File: config.mk
export PLATFORM = sky130hd
export DESIGN_NAME = counter_sequence_controller
export DESIGN_NICKNAME = d
export VERILOG_FILES = /design/src/rtl/counter_sequence_controller.sv
export SDC_FILE = /design/constraint.sdc
export NUM_CORES = 1
export LEC_CHECK = 0
export ABC_CLOCK_PERIOD_IN_PS = 2000
export CORE_MARGIN = 8
export CORE_UTILIZATION = 25
export DETAILED_ROUTE_END_ITERATION = 16
export SLEW_MARGIN = 30
export SYNTH_ARGS = -nofsm -noshare
export SYNTH_HDL_FRONTEND = slang
export SYNTH_SLANG_ARGS = --single-unit
File: constraint.sdc
create_clock -name CLK -period 2 [get_ports CLK]
set_input_delay 0.4 -clock CLK [delete_from_list [all_inputs] [get_ports CLK]]
set_output_delay 0.4 -clock CLK [all_outputs]
set_load 0.02 [all_outputs]
File: src/rtl/counter_sequence_controller.sv
`default_nettype none
// ---------------------------------------------------------------------------
// counter_sequence_controller : run/stop/pause sequencer for a binary counter
// Rev 1.0
// ---------------------------------------------------------------------------
module counter_sequence_controller #(
  parameter int WIDTH = 3
) (
  input  logic             CLK,
  input  logic             not_RST,
  input  logic             start,
  input  logic             stop,
  input  logic             pause,
  input  logic             up_down,
  input  logic             mode,
  input  logic [WIDTH-1:0] load_val,
  input  logic [WIDTH-1:0] term_val,
  output logic [WIDTH-1:0] count,
  output logic             busy,
  output logic             done,
  output logic             wrap
);

  typedef enum logic [1:0] {
    S_IDLE = 2'd0,
    S_RUN  = 2'd1,
    S_DONE = 2'd2
  } state_t;

  localparam logic [WIDTH-1:0] c_ONE = {{(WIDTH-1){1'b0}}, 1'b1};

  state_t           r_state, w_state;
  logic [WIDTH-1:0] r_count, w_count;
  logic [WIDTH-1:0] r_load, w_load;
  logic [WIDTH-1:0] r_term, w_term;
  logic             r_up, w_up;
  logic             r_mode, w_mode;
  logic             r_busy, w_busy;
  logic             r_done, w_done;
  logic             r_wrap, w_wrap;

  always_ff @(posedge CLK or negedge not_RST) begin
    if (!not_RST) begin
      r_state <= S_IDLE;
      r_count <= '0;
      r_load  <= '0;
      r_term  <= '0;
      r_up    <= 1'b0;
      r_mode  <= 1'b0;
      r_busy  <= 1'b0;
      r_done  <= 1'b0;
      r_wrap  <= 1'b0;
    end else begin
      r_state <= w_state;
      r_count <= w_count;
      r_load  <= w_load;
      r_term  <= w_term;
      r_up    <= w_up;
      r_mode  <= w_mode;
      r_busy  <= w_busy;
      r_done  <= w_done;
      r_wrap  <= w_wrap;
    end
  end

  always_comb begin
    w_state = r_state;
    w_count = r_count;
    w_load  = r_load;
    w_term  = r_term;
    w_up    = r_up;
    w_mode  = r_mode;
    w_done  = 1'b0;
    w_wrap  = 1'b0;
    case (r_state)
      S_IDLE: begin
        if (start && !stop) begin
          w_state = S_RUN;
          w_count = load_val;
          w_load  = load_val;
          w_term  = term_val;
          w_up    = up_down;
          w_mode  = mode;
        end
      end
      S_RUN: begin
        // stop beats pause beats the terminal check beats counting
        if (stop) begin
          w_state = S_IDLE;
        end else if (pause) begin
          w_state = S_RUN;
        end else if (r_count == r_term) begin
          if (!r_mode) begin
            w_state = S_DONE;
            w_done  = 1'b1;
          end else begin
            w_count = r_load;
            w_wrap  = 1'b1;
          end
        end else begin
          w_count = r_up ? (r_count + c_ONE) : (r_count - c_ONE);
        end
      end
      S_DONE: begin
        w_state = S_IDLE;
      end
      default: begin
        w_state = S_IDLE;
      end
    endcase
    // busy is registered from the next state so it tracks RUN with no input path
    w_busy = (w_state == S_RUN);
  end

  assign count = r_count;
  assign busy  = r_busy;
  assign done  = r_done;
  assign wrap  = r_wrap;

endmodule
`default_nettype wire

Word level (Yosys, flattened, before mapping)
Cells that the tools add are included. W data, S select, Z words.

Register bits: 16. Input bits: 13. Output and inout port bits: 6. Word-level logic and storage cells: 47.

$add $sub $neg: 2. Equality and inequality tests: 7. Multiplexer cells: 23. Reductions and logical operators: 6.

Operators with widths (number): $mux W3 (6); $mux W1 (10); $mux W2 (5); $ne A2 B2 Y1 const B (3); $pmux W3 S2 (1); $reduce_and A5 Y1 (1); $eq A2 B1 Y1 const B (2); $pmux W2 S2 (1); $add A3 B1 Y3 const B (1); $eq A3 B3 Y1 (1); $ne A3 B3 Y1 const B (1); $sub A3 B1 Y3 const B (1); $logic_not A2 Y1 (1); $reduce_and A2 Y1 (1); $reduce_bool A2 Y1 (1); $logic_and A1 B1 Y1 (1); $logic_not A1 Y1 (1).

Logic depth before layout (Yosys ltp)
Depth in word-level cells: 6. Gate-level depth with buffers: 6.

Least setup slack after synthesis
Ideal clock, no wire load.

Path type: register to register. Start: reg r_count[0], in the netlist count[0]. End: reg r_count[2], in the netlist count[2]. Setup time: 125 ps. Data arrival time: 1596 ps. Data required time: 1875 ps. Path slack: 279 ps. Stages on the path, launching flop included: 6. Cell sequence: dfrtp_1 fa_1 xnor3_1 a31oi_1 o21ai_1 mux2_4.

Cells in the longest elaborated chain, start to end: 6.

Ends and longest elaborated chain: start, declared (RTL line 33) `logic [WIDTH-1:0] r_count, w_count;`; start signal, assigned (RTL line 55) `r_count <= w_count;`; $sub A3 B1 Y3 or $add A3 B1 Y3 (tied branches) (RTL line 101) `w_count = r_up ? (r_count + c_ONE) : (r_count - c_ONE);`; $mux W3 (RTL line 101); $mux W3 (RTL line 92) `end else if (r_count == r_term) begin`; $mux W3 (RTL line 90) `end else if (pause) begin`; $mux W3 (RTL line 88) `if (stop) begin`; $pmux W3 S2 (RTL line 75) `case (r_state)`.

Several ways; a longest one is shown, not always the timed one. The select of a mux whose other input is x is not followed. A chain may end at the register's enable or synchronous reset.

Final worst setup path
Start: reg r_count[0], in the netlist count[0]. End: out count[0].

RTL lines: end, declared (RTL line 18) `output logic [WIDTH-1:0] count,`.

No word-level cell between the ends.

==> results.txt <==
The switching power came out at 497 uW. The total number of vias came out at 664. The area of the die is 0.00543 mm2.

The area of the core came out at 0.00326 mm2. The family with the most delay on the worst path is buffers and inverters. STA classifies the critical path endpoint as an output pin. The share of total power dissipated in the clock network is 0.169. The synthesized design spends more area on one cell type than any other, namely dfrtp_1.

The clock-pin slew on the worst setup and hold paths is around 100 ps. For the final database, setup skew stands at 4.22 ps. The number of non-filler instances in the completed layout came out at 152. The maximum clock frequency is between 500 and 600 MHz. After synthesis, the mean cell area works out to around 10 um2. Counting tap cells, the placed design contains a total of 148 instances. The worst setup path is of the reg2out kind. Headroom to the max-slew limit came out at 0.711. The count of cell types in the netlist is 31. The number of buffers on the longest clock path is 2.

CTS saw 16 sinks. By area the synthesized netlist is led by dfrtp_1 (48%), nand2_1 (12%), xnor2_1 (3.2%). The slowest stage of the critical path belongs to the cell clkdlybuf4s50_1.

The root buffer cell chosen for the clock tree is clkbuf_4. Summed over all layers, the global routing overflow is 0. The count of maximum capacitance violations is 0.

The setup violation total in the final timing report is 0. The via count of the first global-routing pass came to 700. The antenna diode count came out at 0. The max-slew violation count came out at 0.

The data arrival time of the critical path came out at 1490 ps. The depth of the CTS H-tree is 1. In this run the cell area of the synthesized design comes to roughly 830 um2. The row count is 21. The global-route wire length before repair came out at ~3300 um. Gates resized during post-CTS repair numbered 0. The final weighted congestion in routability-driven placement came out at 0.808.

Yosys instantiated no cell more often than nand2_1. The register share of total power came out at 0.397. Setup repair after global routing left no endpoint under its margin. The number of enable flip-flop cells after synthesis came out at 0. The first routing iteration left 22 violations. The peak ir drop on the vdd network is 0.000387 V. The clock period minus final worst setup slack came out at 1890 ps. The number of clock buffers added by TritonCTS is 3.

The post-route clock period utilization came out at 0.946. The run finished with clean final reports. In the global route stage, overall resource usage came out at 0.0786.

The number of antenna violations at the first check in global routing is 0. The count of TritonRoute iterations in the first routing pass came out at 4. The number of hold buffers added after cts is 0. The number of buffers added for setup after CTS came out at 0.

The count of synthesis-stage warnings from yosys is 0. The share of total power dissipated in combinational logic is 0.434. Summed over all failing endpoints, the final setup total negative slack is 0 ps. The number of remaining DRC errors came out at 0. The count of port buffers added during placement is 18. The clock tree from TritonCTS is built. The power per cell area is 1150 mW/mm2. The signal on the critical path passes through clkdlybuf4s50_1. The data required time at the worst endpoint is 1600 ps. The total count of hold-check failures in the final report came out at 0. The class of the most critical hold timing path is in2async.

The critical path launch point type is a flop. The measured slew at the worst slew-check pin is about 430 ps. The switching share of power came out at 0.381.

Synthesis inferred 16 register bits. The highest net fanout along the worst path came out at 7. The area growth from synthesis to layout came out at 36.1%. The share of post-route cells with drive strength above 1 is 0.142. The number of primary I/O pins is 19. The post-synthesis cell count is 80. In this run the static leakage power is 0.000498 uW. After detailed routing, the number of vias per cell comes to 4.37. From bottom edge to top edge, the die measures 73.7 um. On the worst path, the slowest cell contributes a delay of 680 ps.

The count of buffering cells on the critical path with inverters included came out at 1. The half-perimeter wire length of the detailed placement result came out at roughly 1500 um. By count the netlist is led by nand2_1 (26), dfrtp_1 (16), nor3_1 (3), xnor2_1 (3), xor2_1 (3). The post-synthesis sequential area ratio came out at 0.481. The routed wirelength normalized by instance count came out at ~13 um. The final net count is approximately 120. The width of the die is 73.7 um.

The maximum number of pins on one net before global-route repair came out at 11. The design internal power came out at 806 uW. The total length of routed wires is 1930 um.

The clock latency of the later-clocked register in the worst-skew pair is 280 ps. The post-synthesis net count is 94. The share of synthesized area in the top cell type comes to 0.481. The initial utilization of the core area, before any placement, comes to 0.255. For this run, the leading register cell type out of synthesis is dfrtp_1.

The post-synthesis async set-or-reset flop share is 1.00. The count of nets left with antenna violations after detail routing is 0.
[path summary, 6_finish.rpt]
kind	endpoint	cells after the start	slack, ps	from
max	count[0]	1	110	count[0]
min	r_load[1]	1	410	not_RST
max reg2reg	count[2]	5	250	count[0]
min reg2reg	r_load[1]	2	490	r_load[1]
max in group asynchronous	done	2	1120	not_RST
min in group CLK	r_load[1]	2	490	r_load[1]
[registers in the layout, indices dropped and copies added, names as in the netlist]
name and count:
r_load 3, r_up 1, count 3, busy 1
wrap 1, r_state 2, r_mode 1, r_term 3
done 1
[area by class of cell]
type | count | area [um2]
multi-input combinational | 62 | 417
timing repair buffer | 23 | 218
tap | 46 | 57.6
inverter | 1 | 3.75
clock buffer | 4 | 36.3
sequential | 16 | 400
fill | 359 | 2130
[worst reg2reg max path, stage by stage (launching register included)]
cell	delay [ps]
dfrtp_1	500
fa_1	470
xnor3_1	190
a31oi_1	150
o21ai_1	80
mux2_4	250
[cells by family (layout without fill, tap and decap cells)]
family / count (synthesis) / count (layout) / share of synthesized area
AOI/OAI and AO/OA: 11 / 11 / 0.101
and+or+nand+nor: 40 / 40 / 0.242
buffers and inverters: 2 / 28 / 0.0180
muxes: 3 / 3 / 0.0436
adders and majority gates: 1 / 1 / 0.0241
DFF: 16 / 16 / 0.481
xor gates and xnor gates: 7 / 7 / 0.0902
[placed cells by master, fill, tap and decap left out, types with 2 or more instances in the layout]
cell / count
o31ai_1: 2
nand2_1: 26
nor3_1: 3
nor2_1: 2
dfrtp_1: 16
buf_4: 5
clkbuf_4: 3
clkdlybuf4s50_1: 18
nand3_1: 2
xnor2_1: 3
xor2_1: 3
[through the flow]
stage / setup WS [ps] / hold WS, ps / total power [uW] / area [um2] / util
finish: 107 / 408 / 1300 / 1130 / 0.348
global route: 38.6 / 441 / 1400 / 1130 / 0.348
CTS: 100 / 423 / 1310 / 1130 / 0.348
detailed placement: 24.1 / 466 / 1090 / 1100 / 0.336
global placement: 53.7 / 463 / 1090 / 1100 / 0.336
floorplan: 279 / 104 / 889 / 832 / -
[power by group through the flow]
stage	logic [uW]	clock network (uW)	registers (uW)
finish	565	220	517
global route	625	240	532
CTS	573	221	518
detailed placement	572	0	523
global placement	561	0	525
floorplan	347	0	543
[layer usage]
layer | part of all wire | GRT usage | wire, um
met5 | 0 | 0 | 0
met4 | 0.014 | 0.0399 | 27
met3 | 0.053 | 0.0191 | 102
met2 | 0.46 | 0.121 | 886
met1 | 0.47 | 0.0986 | 910
Power figures use the tool's default switching activity.
